$ cat config.mk
export PLATFORM = sky130hd
export DESIGN_NAME = spike_rr_arbiter_4
export DESIGN_NICKNAME = d
export VERILOG_FILES = /design/src/rtl/spike_rr_arbiter_4.sv
export SDC_FILE = /design/constraint.sdc
export NUM_CORES = 1
export LEC_CHECK = 0
export CORE_AREA = 2 2 89 91
export DETAILED_ROUTE_END_ITERATION = 10
export DIE_AREA = 0 0 91 93
export GPL_TIMING_DRIVEN = 0
export PLACE_DENSITY = 0.92
export SYNTH_ARGS = -nofsm -noshare
export SYNTH_HDL_FRONTEND = slang
export SYNTH_SLANG_ARGS = --single-unit
export TNS_END_PERCENT = 10
$ cat constraint.sdc
create_clock -name clk -period 1.9 [get_ports clk]
set_input_delay 0.19 -clock clk [delete_from_list [all_inputs] [get_ports clk]]
set_output_delay 0.19 -clock clk [all_outputs]
set_load 0.1 [all_outputs]
$ cat src/rtl/spike_rr_arbiter_4.sv
// Four-requester round-robin spike arbiter with a registered output stage tagged by source index.
// Optional burst mode (consecutive grants to one owner) is enabled by defining SPIKE_ARB_BURST_EN.
module spike_rr_arbiter_4 #(
    parameter int WIDTH = 32,
    parameter int BURST = 4
) (
    input  logic               clk,
    input  logic               rst_n,
    input  logic [3:0]         in_valid,
    input  logic [4*WIDTH-1:0] in_data,
    output logic [3:0]         in_ready,
    output logic               out_valid,
    output logic [WIDTH-1:0]   out_data,
    output logic [1:0]         out_src,
    input  logic               out_ready
);

    if (BURST < 1 || BURST > 15) begin : g_burst_range
        $error("spike_rr_arbiter_4: BURST must be in 1..15");
    end

    logic             load;
    logic             any_valid;
    logic             accept;
    logic [1:0]       winner;
    logic [WIDTH-1:0] req_data [4];

    logic             out_valid_q, out_valid_d;
    logic [WIDTH-1:0] out_data_q, out_data_d;
    logic [1:0]       out_src_q, out_src_d;
    logic [1:0]       ptr_q, ptr_d;

    always_comb begin
        for (int i = 0; i < 4; i++) begin
            req_data[i] = in_data[i*WIDTH +: WIDTH];
        end
    end

    // Scan from the farthest slot back to ptr so the nearest valid requester is the last to overwrite.
    always_comb begin
        winner = ptr_q;
        for (int k = 3; k >= 0; k--) begin
            if (in_valid[ptr_q + 2'(k)]) begin
                winner = ptr_q + 2'(k);
            end
        end
    end

    assign any_valid = |in_valid;
    assign load      = !out_valid_q || out_ready;
    assign accept    = load && any_valid;
    // Gated by rst_n so no requester sees a grant while the arbiter is held in reset.
    assign in_ready  = (accept && rst_n) ? (4'b0001 << winner) : 4'b0000;

    always_comb begin
        // NOTE: every output of a combinational block gets a default first, otherwise a latch is inferred.
        out_valid_d = out_valid_q;
        out_data_d  = out_data_q;
        out_src_d   = out_src_q;
        if (accept) begin
            out_valid_d = 1'b1;
            out_data_d  = req_data[winner];
            out_src_d   = winner;
        end else if (out_ready) begin
            out_valid_d = 1'b0;
        end
    end

`ifdef SPIKE_ARB_BURST_EN
    logic [3:0] bcnt_q, bcnt_d;
    logic [1:0] owner_q, owner_d;
    logic [3:0] run;

    always_comb begin
        ptr_d   = ptr_q;
        bcnt_d  = bcnt_q;
        owner_d = owner_q;
        run     = (winner == owner_q && bcnt_q != 4'd0) ? bcnt_q + 4'd1 : 4'd1;
        if (accept) begin
            owner_d = winner;
            if (run >= 4'(BURST)) begin
                ptr_d  = winner + 2'd1;
                bcnt_d = 4'd1;
            end else begin
                ptr_d  = winner;
                bcnt_d = run;
            end
        end else if (bcnt_q != 4'd0 && !in_valid[owner_q]) begin
            // Owner gave up its slot: a later request from it starts a fresh run.
            bcnt_d = 4'd0;
        end
    end

    always_ff @(posedge clk or negedge rst_n) begin
        if (!rst_n) begin
            bcnt_q  <= 4'd0;
            owner_q <= 2'd0;
        end else begin
            bcnt_q  <= bcnt_d;
            owner_q <= owner_d;
        end
    end
`else
    always_comb begin
        ptr_d = ptr_q;
        if (accept) begin
            ptr_d = winner + 2'd1;
        end
    end
`endif

    always_ff @(posedge clk or negedge rst_n) begin
        if (!rst_n) begin
            // NOTE: state registers use non-blocking assignments so all flops sample pre-edge values together.
            out_valid_q <= 1'b0;
            out_data_q  <= '0;
            out_src_q   <= 2'd0;
            ptr_q       <= 2'd0;
        end else begin
            out_valid_q <= out_valid_d;
            out_data_q  <= out_data_d;
            out_src_q   <= out_src_d;
            ptr_q       <= ptr_d;
        end
    end

    assign out_valid = out_valid_q;
    assign out_data  = out_data_q;
    assign out_src   = out_src_q;

endmodule

==> results of run 1 <==
power by group:
part	internal, W	switching, W	leakage [nW]
clock network	0.000429	0.000301	0.0585
registers	0.00114	0.000211	0.407
logic	0.00174	0.00407	1.64
total	0.00331	0.00459	2.11
how the worst max path moves through the flow:
stage	endpoint	slack [ns]	cells past startpoint	from
after floorplan	in_ready[0]	-0.19	4	out_valid$_DFFE_PN0P_
after global placement	in_ready[2]	-1.83	4	rst_n
after detailed placement	in_ready[3]	-1.38	8	in_valid[3]
after CTS	in_ready[2]	-0.26	6	ptr_q[0]$_DFFE_PN0P_
after global routing	in_ready[0]	-0.15	5	ptr_q[0]$_DFFE_PN0P_
final	in_ready[0]	-0.11	5	ptr_q[0]$_DFFE_PN0P_
logic make-up after synthesis:
group,Yosys count,synth area share [%]
flip-flops,37,33.27
AND/OR/NAND/NOR,52,7.869
AO/OA/AOI/OAI,108,35.07
buffers and inverters,62,11.56
multiplexers,33,11.92
XOR/XNOR,1,0.3148
through the flow:
| stage | power (W) | instance area (µm²) |
|---|---|---|
| 2_1_floorplan | 0.005446 | 2861 |
| 3_5_place_dp | 0.006897 | 4736 |
| 5_1_grt | 0.008195 | 5211 |
| 3_3_place_gp | 0.006795 | 4721 |
| 4_1_cts | 0.007747 | 5097 |
| 6_report | 0.007894 | 5211 |
critical path: stages (launching register included):
cell and delay (ns):
dfrtp_2 0.47, a211o_4 0.36, and3_4 0.17, buf_12 0.13, nor3_4 0.19, buf_12 0.20
what timing repair did:
| action | in CTS | in global routing |
|---|---|---|
| resized for setup | 112 | 30 |
| hold buffers | 1 | 0 |
| setup buffers | 13 | 2 |
| setup endpoints to repair | 72 | 37 |
| pin swaps | 6 | 9 |
| hold endpoints to repair | 37 | 0 |
synthesized netlist by cell type:
cell | instances | area, µm²
a211oi_2 | 40 | 500.5
nor2_1 | 39 | 146.4
dfrtp_1 | 37 | 925.9
inv_1 | 34 | 127.6
a31oi_1 | 32 | 200.2
mux2i_1 | 32 | 320.3
a211oi_1 | 24 | 180.2
clkbuf_1 | 12 | 45.04
buf_6 | 9 | 101.4
buf_4 | 5 | 37.54
nor2b_1 | 4 | 25.02
nor3_1 | 4 | 20.02
a21oi_1 | 2 | 10.01
buf_2 | 2 | 10.01
a211o_1 | 1 | 8.760
a21oi_2 | 1 | 8.760
a221o_1 | 1 | 10.01
and2_1 | 1 | 6.260
and3_1 | 1 | 6.260
mux2_2 | 1 | 11.26
nand2_1 | 1 | 3.750
nand3_1 | 1 | 5.000
nor4_1 | 1 | 6.260
o211ai_2 | 1 | 12.51
o21a_1 | 1 | 7.510
o21ai_0 | 1 | 5.000
o21ai_1 | 1 | 5.000
o21ai_2 | 1 | 8.760
o21bai_1 | 1 | 7.510
o21bai_2 | 1 | 11.26
xnor2_1 | 1 | 8.760
cell type report:
class,instances,area share (%)
Multi-Input combinational cell,194,34.29
Inverter,34,2.449
Timing Repair Buffer,190,35.85
Clock inverter,1,0.5762
Clock buffer,7,1.657
Tap cell,102,2.449
Buffer,27,4.850
Sequential cell,37,17.89
routing by layer:
| layer | routed length, µm | track usage [%] |
|---|---|---|
| met1 | 3984 | 27.87 |
| met2 | 5891 | 47.04 |
| met3 | 758 | 6.285 |
| met4 | 202 | 6.439 |
| met5 | 0 | 0 |
sequential cells by signal (all words and copies together), names as in the netlist:
register   count
out_data      32
out_src        2
out_valid      1
ptr_q          2
==> reports/qor.txt, run 1 <==
Overflow left after global routing = 0
Deepest clock path buffer count = 2
Critical path class = reg2out
Core outline area = 7527 µm²
Drt first-iter violations = 92
Final Worst Setup Slack = -0.1075 ns
Count of unresolved DRC violations after routing = 0
Class of the tightest hold or removal check = in2async
Reg2reg start = ptr_q[0]$_DFFE_PN0P_
Largest vdd supply drop = 0.001190 V
Largest net degree at the start of global routing = 38
Data required time at the worst endpoint = 1.71 ns
Final-report max-slew violation count = 0
Clock Skews = 0.003955 ns
Clock Sinks = 37
Routability cong. = 0.7928
Cell depth of the worst flop-to-flop path = 7
Leakage Power = 2.108 nW
Kind of launch point of the worst setup path = flop
Worst-case setup slack after placement = -1.384 ns
Violations in the final reports = setup timing
Clock tree root buffer cell = clkbuf_8
Post-Place Cells = 569
Diodes inserted = 0
CP endpoint kind = output pin
Vias in the first global route = 3,319
Setup repair after global routing missed its margin = true
Arrival time at the worst endpoint = 1.82 ns
Number of antenna violations at the first check in global routing = 0
Synthesized netlist net count = 428
Reg-to-reg slack, setup = -0.03 ns
Setup violations, final = 14
Die area = 8463 µm²
Estimated wirelength of the detail-placed design = 7797 µm
Multi-input combinational cell area = 1787 µm²
Number of distinct library cells after synthesis = 31
Number of max-cap violations = 0
Mean instance size in the synthesized netlist = 9.497 µm²
Register area = 932.1 µm²
Number of instances in the synthesized netlist = 293
Total Routing Usage GR = 24.92%
Clock-pin transition on the worst setup and hold timing paths = 0.08 ns
Total I/O pin count = 174
Top library cells by usage in the layout, fill and taps aside = 129 x clkdlybuf4s50_1, 49 x a211oi_2, 39 x nor2_1, 39 x dlygate4sd2_1
First-pass GRT wire length = 16,840 µm
Number of nets in the layout = 624
Count of vias placed by the detailed router = 3,143
Final core utilization = 69.23%
Number of input and output port buffers inserted = 173
Total Wirelength = 10,840 µm
Die extent in y = 93 µm
Number of warnings issued by yosys = 0
Remaining number of nets flagged by the antenna check after routing = 0
Mean number of vias per cell = 5.309
Number of iterations in the first detailed-routing pass = 4
Chip width = 91 µm
Final hold slack = 0.2380 ns
Status = finished with violations
Fraction of layout cells with a size suffix above 1 = 26.94%
CTS tree = done
Total negative slack = -0.4733 ns
Detailed-route wire length per cell = 18.30 µm
Post-Layout Cell Count = 592
Tightest slew margin relative to the limit = 33.06%
#FFs+latches synth = 37
Most common library cell in the layout ignoring fill and taps = clkdlybuf4s50_1
Number of hold-slack violations in the final timing report = 0
Top achievable clock speed = 0.4981 GHz
Final critical delay including setup and external delays = 2.008 ns
Reg-to-reg critical path endpoint = out_data[19]$_DFFE_PN0P_
Tcrit/Tclk final = 105.7%
Clock latency of the later-clocked register in the worst-skew pair = 0.29 ns
Initial Utilization = 36.97%
Number of H-tree levels = 2
# fillers = 604
Slew at the pin closest to its max-slew limit = 1.008 ns
Number of placement rows = 32
Critical path peak fanout = 5
Area Overhead vs Synth = 87.28%
Area of the mapped netlist = 2783 µm²
Power density relative to cell area = 1515 nW/µm²
Share of synthesized area occupied by flip-flops and latches = 33.27%
Number of CTS-inserted buffers = 5
(Power assumes the default switching activity.)
==> run 2: changes to the inputs <==
--- a/config.mk
+++ b/config.mk
@@ -6,10 +6,11 @@
 export NUM_CORES = 1
 export LEC_CHECK = 0
 export CORE_AREA = 2 2 89 91
+export CTS_CLUSTER_DIAMETER = 30
 export DETAILED_ROUTE_END_ITERATION = 10
 export DIE_AREA = 0 0 91 93
 export GPL_TIMING_DRIVEN = 0
-export PLACE_DENSITY = 0.92
+export PLACE_DENSITY_LB_ADDON = 0.12
 export SYNTH_ARGS = -nofsm -noshare
 export SYNTH_HDL_FRONTEND = slang
 export SYNTH_SLANG_ARGS = --single-unit
==> reports/qor.txt, run 2 (same netlist as run 1, synthesis figures left out) <==
Tightest slew margin relative to the limit = 33.40% (+0.34 points)
Critical path peak fanout = 5 (unchanged)
Total Wirelength = 10,500 µm (-3.1%)
Count of vias placed by the detailed router = 3,089 (-1.7%)
Kind of launch point of the worst setup path = flop
Highest-delay cell along the critical path = dfrtp_1
Reg2reg start = ptr_q[1]$_DFFE_PN0P_
Final-report max-slew violation count = 0 (unchanged)
Overflow left after global routing = 0 (unchanged)
Class of the tightest hold or removal check = in2async
Layout Cell Area excl Fill = 5343 µm² (+2.5%)
Busiest layer in global routing = met2
Die extent in y = 93 µm (unchanged)
Largest register FFs = 32 (unchanged)
Chip width = 91 µm (unchanged)
Number of iterations in the first detailed-routing pass = 4 (unchanged)
Crit-path leading delay family = compound AO/OA/AOI/OAI gates
Instance area after placement = 4736 µm² (unchanged)
CP cell instances = nor2_2 > a221o_1 > o21a_4 > nor3_4 > buf_12
Delay contributed by the slowest stage of the critical path = 0.43 ns (-0.04 ns)
Number of CTS-inserted buffers = 5 (unchanged)
Leakage Power = 2.166 nW (+2.7%)
First-pass GRT wire length = 16,280 µm (-3.3%)
CP endpoint kind = output pin
Critical path buffer and inverter count = 1 (-1)
Remaining number of nets flagged by the antenna check after routing = 0 (unchanged)
Register area = 930.9 µm² (-0.13%)
Total Routing Usage GR = 24.19% (-0.73 points)
Slew at the pin closest to its max-slew limit = 1.003 ns (-0.005134 ns)
Global routing met2 resource utilization = 42.84% (-4.2 points)
Initial Utilization = 36.97% (unchanged)
Most common library cell in the layout ignoring fill and taps = clkdlybuf4s50_1
Clock-pin transition on the worst setup and hold timing paths = 0.08 ns (about the same)
Detailed-route wire length per cell = 17.44 µm (-4.7%)
Count of unresolved DRC violations after routing = 0 (unchanged)
Total I/O pin count = 174 (unchanged)
Depth of the critical timing path with buffers and inverters included = 5 (unchanged)
Number of input and output port buffers inserted = 173 (unchanged)
Clock Sinks = 37 (unchanged)
Met3 layer usage reported by global route = 6.285% (unchanged)
Clock latency of the later-clocked register in the worst-skew pair = 0.29 ns (about the same)
Mean number of vias per cell = 5.131 (-3.4%)
Diodes inserted = 0 (unchanged)
Top library cells by usage in the layout, fill and taps aside = 129 x clkdlybuf4s50_1, 40 x a211oi_2, 39 x dlygate4sd2_1
Largest vdd supply drop = 0.0007666 V (-36%)
Data required time at the worst endpoint = 1.71 ns (about the same)
Violations in the final reports = setup timing
Setup repair after global routing missed its margin = true
Number of hold-slack violations in the final timing report = 0 (unchanged)
Largest net degree at the start of global routing = 21 (-45%)
Reg-to-reg slack, setup = -0.05 ns (-0.02 ns)
Number of max-cap violations = 0 (unchanged)
Reg-to-reg critical path endpoint = out_data[25]$_DFFE_PN0P_
Arrival time at the worst endpoint = 1.84 ns (+0.02 ns)
Tot Pwr = 0.008011 W (+1.5%)
Critical path class = reg2out
Core outline area = 7527 µm² (unchanged)
Status = finished with violations
Area Overhead vs Synth = 92.00%
Vias in the first global route = 3,118 (-6.1%)
Number of H-tree levels = 2 (unchanged)
Tcrit/Tclk final = 106.8% (+1.2 points)
Final hold slack = 0.4007 ns (+0.1627 ns)
Setup violations, final = 34 (+20)
Number of nets in the layout = 634 (+1.6%)
# fillers = 612 (+1.3%)
Drt first-iter violations = 119 (+29%)
Post-Place Cells = 569 (unchanged)
Power density relative to cell area = 1499 nW/µm² (-1.0%)
Number of placement rows = 32 (unchanged)
Fraction of layout cells with a size suffix above 1 = 26.20% (-0.74 points)
Clock Skews = 0.003879 ns (-0.00007616 ns)
Die area = 8463 µm² (unchanged)
Deepest clock path buffer count = 2 (unchanged)
Final Worst Setup Slack = -0.1298 ns (-0.02228 ns)
Multi-input combinational cell area = 1765 µm² (-1.2%)
Estimated wirelength of the detail-placed design = 7554 µm (-3.1%)
Clock tree root buffer cell = clkbuf_8
Top achievable clock speed = 0.4927 GHz (-1.1%)
Total negative slack = -1.236 ns (-0.7628 ns)
Post-Layout Cell Count = 602 (+1.7%)
CTS tree = done
Routability cong. = 0.7456 (-6.0%)
Final critical delay including setup and external delays = 2.030 ns (+0.02228 ns)
Met1 demand-to-capacity share in global routing = 29.63% (+1.8 points)
Number of antenna violations at the first check in global routing = 0 (unchanged)
Cell depth of the worst flop-to-flop path = 8 (+1)
==> run 2: cell types whose count changed in the layout (fill, tap and decap cells not counted), sizes merged <==
cell         change
buf              +9
bufinv           -1
clkinv           +1
dlygate4sd3      +1
==> run 2: worst reg2reg max path, stage by stage (launching register included) <==
cell      delay (ns)
dfrtp_1         0.43
nor2_2          0.05
a221o_1         0.41
buf_6           0.16
o21ai_4         0.21
and2_4          0.19
buf_8           0.14
buf_8           0.17
a211oi_2        0.08
==> run 2: power by group <==
group	switching (W)	internal [W]	leakage (nW)	total (W)
Combinational	0.00411	0.00195	1.70	0.00606
Clock	0.000300	0.000329	0.0542	0.000628
Sequential	0.000190	0.00114	0.408	0.00133
Total	0.00460	0.00341	2.17	0.00801
==> run 2: worst max path at each step <==
stage,from,end
final,ptr_q[1]$_DFFE_PN0P_,in_ready[1]
after global routing,ptr_q[0]$_DFFE_PN0P_,in_ready[3]
after detailed placement,in_valid[0],in_ready[1]
after CTS,ptr_q[0]$_DFFE_PN0P_,in_ready[2]
after global placement,rst_n,in_ready[0]
after floorplan,out_valid$_DFFE_PN0P_,in_ready[0]
==> run 2: per-layer routing <==
metal  share of wire (%)  wire length [µm]  up-vias
met1                  41              4346     1462
met2                  51              5321      134
met5                   0                 0        -
li1                    -                 -     1487
met4                0.61                64        0
met3                 7.3               766        6
==> run 2: per-stage QoR <==
stage | utilization, % | worst slack [ns]
3_5_place_dp | 62.92 | -1.314
6_report | 70.98 | -0.1298
2_1_floorplan | - | -0.1942
5_1_grt | 70.98 | -0.1777
3_3_place_gp | 62.72 | -1.919
4_1_cts | 68.90 | -0.1969
==> run 2: what timing repair did <==
action / CTS / global route
endpoints found under the setup margin: 72 / 37
pin swaps: 15 / 10
hold endpoints to repair: 18 / 0
hold buffers: 2 / 0
gates cloned: 2 / 0
gates resized for setup: 114 / 33
setup buffers: 18 / 6
==> run 2: final cells by class <==
class                      instances  area share [%]
clock buffer                       7           1.803
timing repair buffer             201           37.89
sequential                        37           17.42
tap                              102           2.389
inverter                          34           2.389
multi-input combinational        194           33.04
buffer                            26           4.965
clock inverter                     1         0.09368
==> run 3: changes to the inputs <==
--- a/config.mk
+++ b/config.mk
@@ -5,6 +5,7 @@
 export SDC_FILE = /design/constraint.sdc
 export NUM_CORES = 1
 export LEC_CHECK = 0
+export ABC_CLOCK_PERIOD_IN_PS = 1900
 export CORE_AREA = 2 2 89 91
 export CTS_CLUSTER_DIAMETER = 30
 export DETAILED_ROUTE_END_ITERATION = 10
==> results of run 3 <==
Final layout, timing and power as in run 2 (identical DEF).
